File: src/rtl/result_unloader.sv
// Result-region read-out engine: walks SRAM A/B port 1 over an address range
// and streams {A,B} words through a 2-entry FIFO on a valid/ready interface.
module result_unloader #(
  parameter int ADDR_W = 9,
  parameter int DATA_W = 32
) (
  input  logic                clk_i,
  input  logic                rst_ni,
  input  logic                start_i,
  input  logic [ADDR_W-1:0]   start_addr_i,
  input  logic [ADDR_W-1:0]   end_addr_i,
  output logic                busy_o,
  output logic                done_o,
  output logic                csb_o,
  output logic [ADDR_W-1:0]   addr_o,
  input  logic [DATA_W-1:0]   rdata_a_i,
  input  logic [DATA_W-1:0]   rdata_b_i,
  output logic                m_valid_o,
  input  logic                m_ready_i,
  output logic [2*DATA_W-1:0] m_data_o,
  output logic                m_last_o
);

  typedef enum logic [1:0] {
    IDLE,
    ISSUE,
    DRAIN,
    DONE
  } state_e;

  state_e state_q, state_d;

  logic [ADDR_W-1:0] ptr_q;
  logic [ADDR_W-1:0] addr_q;
  logic [ADDR_W-1:0] rem_q;
  logic              infl_q;
  logic              infl_last_q;

  logic [2*DATA_W:0] mem_q [2];
  logic              wr_q;
  logic              rd_q;
  logic [1:0]        cnt_q;

  logic       pop;
  logic       push;
  logic       rd_en;
  logic       last_rd;
  logic       head_last;
  logic [2:0] occ;

  assign pop       = (cnt_q != 2'd0) && m_ready_i;
  assign push      = infl_q;
  assign last_rd   = (rem_q == '0);
  assign head_last = mem_q[rd_q][2*DATA_W];

  // Credit counts buffered words plus the read in flight, net of this pop.
  assign occ   = {1'b0, cnt_q} + {2'b0, infl_q} - {2'b0, pop};
  assign rd_en = (state_q == ISSUE) && (occ < 3'd2);

  assign csb_o     = ~rd_en;
  assign addr_o    = rd_en ? ptr_q : addr_q;
  assign busy_o    = (state_q != IDLE);
  assign done_o    = (state_q == DONE);
  assign m_valid_o = (cnt_q != 2'd0);
  assign m_data_o  = mem_q[rd_q][2*DATA_W-1:0];
  assign m_last_o  = head_last;

  always_comb begin
    state_d = state_q;
    unique case (state_q)
      IDLE:  if (start_i) state_d = ISSUE;
      ISSUE: if (rd_en && last_rd) state_d = DRAIN;
      DRAIN: if (pop && head_last) state_d = DONE;
      DONE:  state_d = IDLE;
      default: state_d = IDLE;
    endcase
  end

  always_ff @(posedge clk_i or negedge rst_ni) begin
    if (!rst_ni) begin
      state_q     <= IDLE;
      ptr_q       <= '0;
      addr_q      <= '0;
      rem_q       <= '0;
      infl_q      <= 1'b0;
      infl_last_q <= 1'b0;
    end else begin
      state_q     <= state_d;
      infl_q      <= rd_en;
      infl_last_q <= rd_en && last_rd;
      if (state_q == IDLE && start_i) begin
        ptr_q <= start_addr_i;
        rem_q <= end_addr_i - start_addr_i;
      end else if (rd_en) begin
        addr_q <= ptr_q;
        ptr_q  <= ptr_q + ADDR_W'(1);
        rem_q  <= rem_q - ADDR_W'(1);
      end
    end
  end

  always_ff @(posedge clk_i or negedge rst_ni) begin
    if (!rst_ni) begin
      for (int i = 0; i < 2; i++) mem_q[i] <= '0;
      wr_q  <= 1'b0;
      rd_q  <= 1'b0;
      cnt_q <= 2'd0;
    end else begin
      if (push) begin
        mem_q[wr_q] <= {infl_last_q, rdata_a_i, rdata_b_i};
        wr_q        <= ~wr_q;
      end
      if (pop) rd_q <= ~rd_q;
      cnt_q <= cnt_q + {1'b0, push} - {1'b0, pop};
    end
  end

endmodule

File: config.mk
export PLATFORM = sky130hd
export DESIGN_NAME = result_unloader
export DESIGN_NICKNAME = d
export VERILOG_FILES = /design/src/rtl/result_unloader.sv
export SDC_FILE = /design/constraint.sdc
export NUM_CORES = 1
export LEC_CHECK = 0
export CAP_MARGIN = 20
export CORE_UTILIZATION = 57
export CTS_BUF_LIST = sky130_fd_sc_hd__clkbuf_4
export DETAILED_ROUTE_END_ITERATION = 8
export HOLD_SLACK_MARGIN = 0.03
export PLACE_DENSITY = 0.94
export SETUP_SLACK_MARGIN = 0.1
export SYNTH_ARGS = -nofsm -noshare
export SYNTH_HDL_FRONTEND = slang
export SYNTH_SLANG_ARGS = --single-unit
File: constraint.sdc
create_clock -name clk_i -period 7.25 [get_ports clk_i]
set_input_delay 1.45 -clock clk_i [delete_from_list [all_inputs] [get_ports clk_i]]
set_output_delay 1.45 -clock clk_i [all_outputs]
set_load 0.01 [all_outputs]
======== Word level (Yosys, flattened, before mapping) ========
Cells that the tools add are included.
cells by class
  muxes and demuxes ....................... 15
  reductions and logical operators ........ 12
  bitwise gates (word level) .............. 5
  $lt $le $gt $ge ......................... 4
  equal/unequal tests ..................... 6
  add/subtract/negate cells ............... 7
operator list
  kind                                                         number
  two-way mux 65 bit                                           4
  bitwise mux 130 bit                                          1
  demux 65 bit (select 1 bit)                                  1
  two-way mux 9 bit                                            5
  adder 9 x 1 -> 9 bit (second input constant)                 1
  zero test 9 bit                                              1
  subtractor 9 x 1 -> 9 bit (second input constant)            1
  subtractor 9 bit                                             1
  one-hot mux 2 bit (4 select lines)                           1
  logical AND 1 bit                                            6
  two-way mux 2 bit                                            3
  nonzero test 2 bit                                           3
  equality test 2 bit (second input constant)                  2
  greater-or-equal comparator 2 bit (second input constant)    2
  inequality test 2 bit (second input constant)                2
  inverter 1 -> 2 bit                                          2
  adder 2 x 1 -> 3 bit                                         1
  less-than comparator 3 x 2 -> 1 bit (second input constant)  1
  inverter 1 bit                                               3
  AND reduction 3 bit                                          1
  subtractor 3 x 1 -> 3 bit                                    1
  adder 2 x 1 -> 2 bit                                         1
  equality test 2 x 1 -> 1 bit (second input constant)         1
  zero test 2 bit                                              1
  other kinds (3)                                              3
word-level totals
  register bits ........................... 165
  input port bits ......................... 86
  output and inout bits ................... 78

======== Longest topological paths before layout ========
Gate-level depths: netlist of the first run.
  word-level depth ........................ 8
  gate-level depth with buffers ........... 14
  depth with buffers taken out ............ 13

======== Worst setup path after synthesis of the first run ========
OpenSTA, ideal clock, no wires.
  kind .................................... input-to-output
  start point ............................. input m_ready_i
  end point ............................... output addr_o[6]
  data arrival time ....................... 3.505 ns
  buffers on the path ..................... 2
  path slack .............................. 2.295 ns
  cell stages on the path ................. 13
  cells stage by stage .................... nand2_1 > inv_1 > ha_1 > inv_1 > ha_1 > fa_1 > and2b_1 > nand2_1 > inv_1 > buf_2 > buf_2 > nand2_1 > nand2_1
on the way
  cells in the longest elaborated chain, start to end .. 5
ends and longest elaborated chain
  what                                 line  text
  start: declaration                   19    input logic m_ready_i,
  logical AND 1 bit                    51    assign pop = (cnt_q != 2'd0) && m_ready_i;
  net pop                              44    logic pop;
  subtractor 3 x 1 -> 3 bit            57    assign occ = {1'b0, cnt_q} + {2'b0, infl_q} - {2'b0, pop};
  net occ[1]                           49    logic [2:0] occ;
  less-than comparator 3 x 2 -> 1 bit  58    assign rd_en = (state_q == ISSUE) && (occ < 3'd2);
  logical AND 1 bit                    58
  net rd_en                            46    logic rd_en;
  two-way mux 9 bit                    -
  end: declaration                     15    output logic [ADDR_W-1:0] addr_o,
The timed path passes the listed nets, and every way through them passes these cells.

======== Final worst setup path of the first run ========
  start point ............................. input m_ready_i
  end point ............................... output addr_o[4]
on the way
  cells in the longest elaborated chain, start to end .. 5
ends and longest elaborated chain
  what                                 line
  logical AND 1 bit                    51
  net pop                              44
  subtractor 3 x 1 -> 3 bit            57
  net occ[1]                           49
  less-than comparator 3 x 2 -> 1 bit  58
  logical AND 1 bit                    58
  two-way mux 9 bit                    -
The timed path passes the listed nets, and every way through them passes these cells.

==> impl_summary.txt, run 1 <==
----------------------------------------------------
[Status]
  Run status ... finished, final reports clean

[CTS]
  Clock latency reported for the late side of the worst-skew pair ... 560 ps
  Hold-fix buffer count after cts ... 0
  Clock tree from TritonCTS ... done
  Max Root-Sink Buffers ... 2
  Number of instances resized during post-cts repair ... 0
  Number of H-tree levels ... 4
  Clock buffers created by TritonCTS ... 17
  Clock Pin Slew Worst Setup and Hold Paths ... 120 ps
  Cell chosen for the clock root ... sky130_fd_sc_hd__clkbuf_4
  Post-CTS Setup Inserts ... 0
  Clock Sinks ... about 170

[Global routing]
  Antenna violations before repair ... 1
  Pin count of the biggest net entering global routing ... 91
  Via count of the first global-routing pass ... 5649
  GRT Total Usage ... 0.260
  Global-route wire length before repair ... approximately 28000 um
  Overall overflow remaining after global route ... 0

[Yosys]
  Number of nets in the synthesized netlist ... 694
  Asr flop ratio synth ... 1.00
  Compound-Gate Fraction of Synth Area ... 0.0265
  Count of flip-flops with a built-in enable after synthesis ... 0
  Main combinational cell family by area after synthesis ... multiplexers
  Primary flip-flop cell chosen by synthesis mapping ... sky130_fd_sc_hd__dfrtp_1
  Synthesized-area fraction occupied by xor and xnor cells ... 0.0280
  Instance count of the mapped netlist ... 589
  Warnings from Yosys ... 0
  Dominant cells by area after synthesis ... sky130_fd_sc_hd__dfrtp_1 53%, sky130_fd_sc_hd__mux2_2 30%, sky130_fd_sc_hd__ha_1 2.7%
  Avg Cell Area, Syn ... 13.2 sq um
  Cell accounting for the most synthesized area ... sky130_fd_sc_hd__dfrtp_1
  Distinct cells, synth ... 42
  Register bit count reported by yosys ... 165
  Post-synth design cell area ... 0.00778 sq mm
  Synthesized-area fraction occupied by and/or/nand/nor cells ... 0.0561
  Mux cell area share after synthesis ... 0.300
  Area share of fa/ha/maj cells after synthesis ... 0.0325
  Portion of the post-synthesis area used by sequential elements ... 0.531
  Fraction of synthesized cell area taken by the top area cell type ... 0.531

[Timing]
  Sum of negative setup slack ... 0 ps
  Tightest slew margin relative to the limit ... 0.416
  Final critical delay including setup and external delays ... 6390 ps
  Final Slew Violations ... 0
  Worst Skew ... 10.9 ps
  Total setup violations reported at the end of the flow ... 0
  Fin crit share ... 0.881
  Transition time at the pin with the least slew margin ... 873 ps
  Final worst setup slack ... 864 ps
  RSZ-0062 raised after global routing ... no
  Hold Vio Cnt, Final ... 0
  Peak Freq ... 157 MHz

[Flow run]
  # Max-Cap Violations ... 0

[Drt]
  Number of iterations in the first detailed-routing pass ... 4
  Number of routed nets with antenna violations ... 0
  Violation count after the first detailed-routing iteration ... 330
  Number of vias per cell ... about 5.6
  Drt total wl ... ~17000 um
  Drt drc ... 0
  Vias after detailed routing ... roughly 5200
  WL/cell ... 18.2 um

[Setup path]
  Classification of the worst setup path ... primary input to output port
  Most frequent cell on the critical path ... sky130_fd_sc_hd__nand2_1
  Crit Path Max Fanout ... 24
  CP startpoint kind ... primary input
  CP endpoint kind ... output port
  Worst path arrival time ... between 4000 and 5000 ps
  Crit-path slowest cell ... sky130_fd_sc_hd__inv_1
  Data required time of the critical path ... 5800 ps
  Stage delay of the slowest cell on the critical path ... 640 ps
  Cell-by-cell listing of the critical path ... clkdlybuf4s50_1, nand2_1, inv_1, ha_1, inv_1, ha_1, fa_1, and2b_1, nand2_1, inv_1, nand2_1, nand2_1, clkdlybuf4s50_1

[Placement]
  Dpl hpwl ... 12100 um
  Post-placement cell count ... 904
  Post-place setup slack ... about 900 ps
  Cell area after placement ... 0.00955 sq mm
  Number of port buffers ... 163
  Final RePlAce weighted congestion ... between 0.9 and 1

[Power]
  Cell Pwr Density ... 443 mW/mm^2
  Total power ... around 4.4 mW
  Worst IR drop on VDD ... 0.257 mV
  Leak ... around 4.3 nW

[Floorplan]
  # IOs ... 164
  Placement Rows ... 42
  Core outline area ... around 0.013 sq mm
  Die Height ... approximately 120 um
  Area of the die ... between 0.01 and 0.015 sq mm
  Die width ... 119 um
  Starting density of the core ... 0.585

[Finish]
  Share of post-route cells with drive strength above 1 ... 0.330
  Leading cell type in the layout, fill and taps excluded ... sky130_fd_sc_hd__mux2_2
  Relative area change from synthesis to final layout ... 26.8%
  Most frequent cells in the layout ... 204 x sky130_fd_sc_hd__mux2_2, 164 x sky130_fd_sc_hd__dfrtp_1, 162 x sky130_fd_sc_hd__clkdlybuf4s50_1
  Non-Filler Cell Area, Final ... 0.00986 sq mm
  Number of standard cells in the final layout excluding fillers ... 938
  Net count, final ... about 850

[Min path]
  Hold/Removal Path Class ... flop to flop

----------------------------------------------------
[cell families (layout without fill, tap and decap cells)]
group                    after synthesis  count (layout)
other                                  0               1
adder cells (fa/ha/maj)               19              19
multiplexers                         207             207
AND/OR/NAND/NOR                       91              91
buffers and inverters                 49             221
XOR/XNOR                              24              24
AO/OA/AOI/OAI                         34              34
flip-flops                           165             165
[Yosys cell counts (2+ instances only)]
cell type / instances
sky130_fd_sc_hd__a21o_1: 3
sky130_fd_sc_hd__mux2_2: 204
sky130_fd_sc_hd__nand2b_1: 2
sky130_fd_sc_hd__xor2_1: 18
sky130_fd_sc_hd__nand3_1: 4
sky130_fd_sc_hd__fa_1: 2
sky130_fd_sc_hd__nor3_1: 2
sky130_fd_sc_hd__a31oi_1: 3
sky130_fd_sc_hd__nand2_1: 54
sky130_fd_sc_hd__nor2b_1: 2
sky130_fd_sc_hd__o21ai_0: 15
sky130_fd_sc_hd__and3_1: 4
sky130_fd_sc_hd__nand4_1: 4
sky130_fd_sc_hd__ha_1: 17
sky130_fd_sc_hd__a21oi_1: 7
sky130_fd_sc_hd__inv_1: 21
sky130_fd_sc_hd__dfrtp_1: 165
sky130_fd_sc_hd__xnor2_1: 5
sky130_fd_sc_hd__mux2i_1: 2
sky130_fd_sc_hd__buf_2: 16
sky130_fd_sc_hd__clkbuf_1: 11
sky130_fd_sc_hd__nor2_1: 8
[registers in the layout, indices dropped and copies added, names as in the netlist]
register	count
ptr_q	9
rd_q	1
addr_q	9
wr_q	1
mem_q	130
infl_last_q	1
cnt_q	2
state_q	2
infl_q	1
rem_q	9
[worst paths after layout]
kind,startpoint,to,slack (ps),depth (start not counted)
setup / recovery,m_ready_i,addr_o[4],860,13
min in group asynchronous,rst_ni,mem_q[44],880,1
setup reg to reg,cnt_q[1],addr_q[3],3230,12
hold / removal,mem_q[51],mem_q[51],520,1
hold reg to reg,mem_q[51],mem_q[51],520,1
max in group asynchronous,rst_ni,mem_q[87],5130,3
[per-stage QoR]
| stage | hold WS [ps] | util |
|---|---|---|
| after floorplan | 463 | - |
| after global placement | 480 | 0.718 |
| after detailed placement | 488 | 0.718 |
| after CTS | 519 | 0.740 |
| after global routing | 533 | 0.742 |
| final | 517 | 0.742 |
[layout make-up]
cell class	instances	area (sq um)
inverters	21	78.8
clock buffers	17	128
fillers	838	3430
flip-flops and latches	165	4130
repair buffers	168	1690
clock inverters	15	156
diodes	1	2.50
well taps	176	220
multi-input cells	375	3460
[routing by layer]
layer	wire (um)	track usage	up-vias
met2	8770	0.454	192
met4	438	0.112	0
li1	-	-	2380
met5	0	0	-
met1	6760	0.299	2618
met3	1100	0.0699	37
[power breakdown]
| part | internal, mW | switching, mW | total, mW |
|---|---|---|---|
| Sequential | 1.37 | 0.299 | 1.67 |
| Combinational | 1.32 | 0.850 | 2.17 |
| Clock | 0.206 | 0.331 | 0.537 |
[worst max-delay path: cells and delay by family]
| kind | cells | cell delay (ps) |
|---|---|---|
| buffers and inverters | 5 | 1700 |
| adder cells (fa/ha/maj) | 3 | 890 |
| AND/OR/NAND/NOR | 5 | 880 |
No activity file was read; power rests on OpenSTA's default activity.
==> inputs of run 2 (changes only) <==
- ABC_AREA: not set -> 1
- CORE_UTILIZATION: 57 -> 58
- PLACE_DENSITY: 0.94 -> 0.95
==> impl_summary.txt, run 2 <==
----------------------------------------------------
[Yosys]
  Count of flip-flops with a built-in enable after synthesis ... 0 (unchanged)
  Mux cell area share after synthesis ... 0 (-0.300)
  Primary flip-flop cell chosen by synthesis mapping ... sky130_fd_sc_hd__dfrtp_1
  Instance count of the mapped netlist ... 1022 (+74%)
  Asr flop ratio synth ... 1.00 (unchanged)
  Warnings from Yosys ... 0 (unchanged)
  Area share of fa/ha/maj cells after synthesis ... 0.0312 (-0.00131)
  Portion of the post-synthesis area used by sequential elements ... 0.509 (-0.0215)
  Synthesized-area fraction occupied by xor and xnor cells ... 0.0119 (-0.0161)
  Compound-Gate Fraction of Synth Area ... 0.117 (+0.0909)
  Cell accounting for the most synthesized area ... sky130_fd_sc_hd__dfrtp_1
  Fraction of synthesized cell area taken by the top area cell type ... 0.509 (-0.0215)
  Cell with the most instances after synthesis ... sky130_fd_sc_hd__nand2_1
  Main combinational cell family by area after synthesis ... simple AND/OR/NAND/NOR gates
  Avg Cell Area, Syn ... 7.93 sq um (-40%)
  Register bit count reported by yosys ... 165 (unchanged)
  Distinct cells, synth ... 38 (-9.5%)
  Synthesized-area fraction occupied by and/or/nand/nor cells ... 0.242 (+0.186)
  Cell types with the highest counts after synthesis ... 412 x sky130_fd_sc_hd__nand2_1, 165 x sky130_fd_sc_hd__dfrtp_1, 113 x sky130_fd_sc_hd__inv_1, 91 x sky130_fd_sc_hd__o21ai_0, 63 x sky130_fd_sc_hd__o21ai_1
  Post-synth design cell area ... 0.00811 sq mm (+4.2%)
  Number of nets in the synthesized netlist ... 1127 (+62%)
  Dominant cells by area after synthesis ... sky130_fd_sc_hd__dfrtp_1 51%, sky130_fd_sc_hd__nand2_1 19%, sky130_fd_sc_hd__o21ai_0 5.6%

[Setup path]
  Worst path arrival time ... 4430 ps (-510 ps)
  CP startpoint kind ... primary input
  Crit Path Max Fanout ... 11 (-54%)
  Setup slack, reg-to-reg ... 3600 ps (+370 ps)
  Classification of the worst setup path ... primary input to output port
  CP endpoint kind ... output port
  Data required time of the critical path ... 5800 ps (about the same)

[CTS]
  Cell chosen for the clock root ... sky130_fd_sc_hd__clkbuf_4
  Number of instances resized during post-cts repair ... 0 (unchanged)
  Max Root-Sink Buffers ... 2 (unchanged)
  Clock Pin Slew Worst Setup and Hold Paths ... 120 ps (about the same)
  Clock Sinks ... 165 (unchanged)
  Post-CTS Setup Inserts ... 0 (unchanged)
  Clock buffers created by TritonCTS ... 17 (unchanged)
  Number of H-tree levels ... 4 (unchanged)
  Hold-fix buffer count after cts ... 0 (unchanged)
  Clock tree from TritonCTS ... done
  Clock latency reported for the late side of the worst-skew pair ... 550 ps (about the same)

[Global routing]
  Antenna violations before repair ... 0 (-1)
  Global-route wire length before repair ... 31300 um (+11%)
  GRT Total Usage ... 0.273 (+0.0133)
  Overall overflow remaining after global route ... 0 (unchanged)
  Via count of the first global-routing pass ... 6691 (+18%)
  Pin count of the biggest net entering global routing ... 131 (+44%)

[Finish]
  Leading cell type in the layout, fill and taps excluded ... sky130_fd_sc_hd__nand2_1
  Relative area change from synthesis to final layout ... 23.4%
  Most frequent cells in the layout ... 411 x sky130_fd_sc_hd__nand2_1, 164 x sky130_fd_sc_hd__dfrtp_1, 162 x sky130_fd_sc_hd__clkdlybuf4s50_1
  Net count, final ... 1263 (+48%)
  Largest register FFs ... 130 (unchanged)
  Share of post-route cells with drive strength above 1 ... 0.0623 (-0.267)
  Register with the highest flop count ... mem_q
  Diode insertion count for antenna repair ... 0 (-1)

[Timing]
  Hold Vio Cnt, Final ... 0 (unchanged)
  Final Slew Violations ... 0 (unchanged)
  Fin crit share ... 0.811 (-0.0699)
  Transition time at the pin with the least slew margin ... 975 ps (+102 ps)
  Total setup violations reported at the end of the flow ... 0 (unchanged)
  Final critical delay including setup and external delays ... 5880 ps (-507 ps)
  Worst Skew ... 18.6 ps (+7.68 ps)
  Peak Freq ... 170 MHz (+8.6%)
  Tightest slew margin relative to the limit ... 0.350 (-0.0666)
  Hold slack final ... 498 ps (-19.4 ps)
  RSZ-0062 raised after global routing ... no
  Sum of negative setup slack ... 0 ps (unchanged)

[Placement]
  Final RePlAce weighted congestion ... 0.896 (-3.0%)
  Number of port buffers ... 163 (unchanged)
  Dpl hpwl ... 12700 um (+5.1%)

[Floorplan]
  Core outline area ... 0.0135 sq mm (+1.2%)
  Die Height ... 120 um (+1.2%)
  Placement Rows ... 42 (unchanged)
  Die width ... 120 um (+1.2%)
  # IOs ... 164 (unchanged)
  Area of the die ... 0.0145 sq mm (+2.4%)
  Starting density of the core ... 0.603 (+0.0175)

[Drt]
  Violation count after the first detailed-routing iteration ... 590 (+79%)
  Drt total wl ... 18500 um (+8.3%)
  Number of iterations in the first detailed-routing pass ... 6 (+2)
  Drt drc ... 0 (unchanged)
  WL/cell ... 13.7 um (-25%)
  Number of vias per cell ... 5.18 (-7.0%)
  Number of routed nets with antenna violations ... 0 (unchanged)
  Vias after detailed routing ... 6984 (+34%)

[Status]
  Run status ... finished, final reports clean

[Flow run]
  # Max-Cap Violations ... 0 (unchanged)

[Power]
  Cell Pwr Density ... 447 mW/mm^2 (+0.88%)
  Worst IR drop on VDD ... 0.291 mV (+13%)
  Leak ... 5.14 nW (+20%)

[Min path]
  Hold/Removal Path Class ... flop to flop

----------------------------------------------------
==> run 2: cell types whose count changed in the layout (fill, tap and decap cells not counted), sizes merged, moves of 4 or more <==
cell,previous run,this run
inv,24,121
o21ai,15,155
and3,4,0
xor2,19,8
nand3,4,23
nor2,8,25
o211ai,0,4
nand2,54,423
mux2,205,0
==> run 2: kinds of logic after synthesis <==
family	Yosys count
simple gates	484
compound gates	175
fa+ha+maj	19
flops	165
buf+inv	168
xor+xnor	11
==> run 2: final cells by class <==
cell class	count	area, sq um
Tap cell	176	220
Multi-Input combinational cell	689	3270
Clock inverter	15	126
Inverter	117	442
Timing Repair Buffer	168	1690
Clock buffer	17	128
Fill cell	919	3450
Sequential cell	165	4130
==> run 2: worst paths after layout <==
check,from,endpoint,cells past startpoint
setup / recovery,m_ready_i,addr_o[0],10
hold reg to reg,mem_q[48],mem_q[48],2
min in group asynchronous,rst_ni,mem_q[33],1
max in group asynchronous,rst_ni,mem_q[120],2
hold / removal,mem_q[48],mem_q[48],2
setup reg to reg,cnt_q[1],ptr_q[0],11
==> run 2: worst max-delay path, stage by stage <==
cell and delay (ps):
sky130_fd_sc_hd__clkdlybuf4s50_1 460, sky130_fd_sc_hd__o21a_1 170, sky130_fd_sc_hd__ha_1 240, sky130_fd_sc_hd__inv_1 60, sky130_fd_sc_hd__ha_1 140, sky130_fd_sc_hd__fa_1 470, sky130_fd_sc_hd__nor3_2 590, sky130_fd_sc_hd__nand2_1 90
sky130_fd_sc_hd__o21ai_0 160, sky130_fd_sc_hd__clkdlybuf4s50_1 600
==> run 2: per-layer routing <==
layer / track usage / wire (um)
met3: 0.0500 / 1090
met2: 0.458 / 9330
met4: 0.0934 / 329
met1: 0.358 / 7740
met5: 0 / 0
==> run 2: per-stage QoR <==
stage	setup slack, ps	cells	area [sq um]	util	power [mW]
finish	1370	1347	10000	0.744	4.48
global route	1160	1347	10000	0.744	4.86
detailed placement	1400	1314	9730	0.723	3.99
global placement	1460	1314	9730	0.723	3.88
floorplan	2510	1022	8110	-	3.00
CTS	1370	1346	9980	0.742	4.49
==> run 2: power by group <==
part	internal [mW]	total, mW	switching [mW]
logic	1.08	2.32	1.24
registers	1.38	1.66	0.284
clock network	0.171	0.495	0.324
total	2.63	4.48	1.85
==> inputs of run 3 (changes only) <==
- CORE_UTILIZATION: 58 -> 48
- PLACE_DENSITY: 0.95 -> 0.84
- clock period: 7.25 -> 5.3 ns (I/O delays scaled with it)
==> impl_summary.txt, run 3 (same netlist as run 2, synthesis figures left out) <==
----------------------------------------------------
[Floorplan]
  Die width ... 132 um (+9.8%)
  Starting density of the core ... 0.491 (-0.112)
  Area of the die ... 0.0174 sq mm (+20%)
  Die Height ... 132 um (+9.8%)
  Placement Rows ... 47 (+12%)
  # IOs ... 164 (unchanged)
  Core outline area ... 0.0165 sq mm (+23%)

[CTS]
  Clock latency reported for the late side of the worst-skew pair ... 580 ps (+30 ps)
  Clock tree from TritonCTS ... done
  Clock Pin Slew Worst Setup and Hold Paths ... 140 ps (+20 ps)
  Number of H-tree levels ... 4 (unchanged)
  Max Root-Sink Buffers ... 2 (unchanged)
  Post-CTS Setup Inserts ... 0 (unchanged)
  Clock buffers created by TritonCTS ... 17 (unchanged)
  Clock Sinks ... 165 (unchanged)
  Cell chosen for the clock root ... sky130_fd_sc_hd__clkbuf_4
  Number of instances resized during post-cts repair ... 0 (unchanged)
  Hold-fix buffer count after cts ... 0 (unchanged)

[Timing]
  Total setup violations reported at the end of the flow ... 0 (unchanged)
  Transition time at the pin with the least slew margin ... 845 ps (-130 ps)
  RSZ-0062 raised after global routing ... no
  Hold Vio Cnt, Final ... 0 (unchanged)
  Tightest slew margin relative to the limit ... 0.436 (+0.0865)
  Fin crit share ... 0.933
  Final Slew Violations ... 0 (unchanged)
  Sum of negative setup slack ... 0 ps (unchanged)
  Peak Freq ... 202 MHz
  Final critical delay including setup and external delays ... 4940 ps
  Worst Skew ... 16.1 ps (-2.43 ps)

[Drt]
  WL/cell ... 12.9 um (-5.8%)
  Drt total wl ... 18000 um (-2.5%)
  Number of vias per cell ... 4.96 (-4.3%)
  Drt drc ... 0 (unchanged)
  Violation count after the first detailed-routing iteration ... 478 (-19%)
  Vias after detailed routing ... 6925 (-0.84%)
  Number of routed nets with antenna violations ... 0 (unchanged)
  Number of iterations in the first detailed-routing pass ... 6 (unchanged)

[Setup path]
  Number of buffer and inverter instances along the worst setup path ... 3 (unchanged)
  CP endpoint kind ... output port
  Data required time of the critical path ... 4240 ps (-1560 ps)
  Cell class contributing the biggest share of worst-path delay ... buffers and inverters
  Worst path arrival time ... 3880 ps (-550 ps)
  Stage delay of the slowest cell on the critical path ... 570 ps (-30 ps)
  Cell-by-cell listing of the critical path ... clkdlybuf4s50_1, o21a_1, ha_1, inv_1, ha_1, fa_1, nor3_2, nand2_1, o21ai_0, clkdlybuf4s50_1
  CP startpoint kind ... primary input
  Crit-path slowest cell ... sky130_fd_sc_hd__clkdlybuf4s50_1
  Classification of the worst setup path ... primary input to output port
  Crit Path Max Fanout ... 7 (-4)

[Finish]
  Largest register FFs ... 130 (unchanged)
  Relative area change from synthesis to final layout ... 24.9%
  Register with the highest flop count ... mem_q
  Net count, final ... 1266 (+0.24%)
  Leading cell type in the layout, fill and taps excluded ... sky130_fd_sc_hd__nand2_1
  Non-Filler Cell Area, Final ... 0.0101 sq mm (+1.2%)
  Share of post-route cells with drive strength above 1 ... 0.0664 (+0.00410)
  Filler Cells Inserted ... 1428 (+55%)
  Number of standard cells in the final layout excluding fillers ... 1395 (+3.6%)
  Util after Layout ... 0.613 (-0.131)
  Most frequent cells in the layout ... 411 x sky130_fd_sc_hd__nand2_1, 164 x sky130_fd_sc_hd__dfrtp_1, 162 x sky130_fd_sc_hd__clkdlybuf4s50_1

[Placement]
  Cell area after placement ... 0.00981 sq mm (+0.87%)
  Dpl hpwl ... 12200 um (-3.7%)
  Final RePlAce weighted congestion ... 0.850 (-5.1%)
  Post-placement cell count ... 1362 (+3.7%)
  Number of port buffers ... 163 (unchanged)

[Global routing]
  Pin count of the biggest net entering global routing ... 95 (-27%)
  GRT Total Usage ... 0.217 (-0.0562)
  Global-route wire length before repair ... 30400 um (-2.7%)
  Via count of the first global-routing pass ... 6319 (-5.6%)
  Antenna violations before repair ... 1 (+1)
  Overall overflow remaining after global route ... 0 (unchanged)

[Power]
  Leak ... 5.17 nW (+0.66%)
  Total power ... 6.20 mW (+38%)
  Cell Pwr Density ... 612 mW/mm^2 (+37%)
  Worst IR drop on VDD ... 0.274 mV (-6.1%)

[Min path]
  Hold/Removal Path Class ... primary input to async pin

[Flow run]
  # Max-Cap Violations ... 0 (unchanged)

[Status]
  Run status ... finished, final reports clean

----------------------------------------------------
-- run 3: changes by cell type in the layout (fill, tap and decap cells not counted) --
| cell | before | now |
|---|---|---|
| sky130_fd_sc_hd__buf_4 | 4 | 8 |
| sky130_fd_sc_hd__clkinv_4 | 0 | 3 |
| sky130_fd_sc_hd__bufinv_16 | 1 | 3 |
| sky130_fd_sc_hd__clkinv_1 | 3 | 1 |
| sky130_fd_sc_hd__inv_6 | 5 | 3 |
| sky130_fd_sc_hd__buf_16 | 1 | 0 |
| sky130_fd_sc_hd__clkbuf_4 | 17 | 18 |
| sky130_fd_sc_hd__clkinv_2 | 3 | 2 |
| sky130_fd_sc_hd__clkinvlp_4 | 4 | 3 |
| sky130_fd_sc_hd__diode_2 | 0 | 1 |
-- run 3: routing by layer --
layer  GRT usage  vias to the layer above  part of all wire
met4      0.0807                        0             0.019
met2       0.341                      188              0.47
li1            -                     3463                 -
met5           0                        -                 0
met3      0.0377                       26             0.054
met1       0.301                     3248              0.46
-- run 3: layout make-up --
cell class	count	area, sq um	share of cell area
antenna	1	2.50	0.000247
clock buffer	18	135	0.0133
sequential	165	4130	0.408
clock inverter	14	175	0.0173
inverter	117	442	0.0436
tap	220	275	0.0272
timing repair buffer	171	1690	0.167
multi-input combinational	689	3270	0.323
-- run 3: worst paths after layout --
path,startpoint,endpoint,slack (ps),depth (start not counted)
min,rst_ni,mem_q[81],470,1
max reg2reg,cnt_q[1],ptr_q[0],1700,12
max,m_ready_i,addr_o[2],360,10
min in group clk_i,mem_q[57],mem_q[57],500,2
max in group asynchronous,rst_ni,rd_q,3630,2
min reg2reg,mem_q[57],mem_q[57],500,2
-- run 3: where the power goes --
group	internal, mW	leakage (nW)	switching, mW
clock	0.336	0.159	0.459
sequential	1.89	1.98	0.374
combinational	1.48	3.03	1.66
-- run 3: stage by stage --
| step | setup slack, ps | hold WS (ps) |
|---|---|---|
| finish | 356 | 467 |
| global route | 147 | 494 |
| CTS | 328 | 447 |
| detailed placement | 338 | 473 |
| global placement | 415 | 466 |
| floorplan | 1340 | 453 |
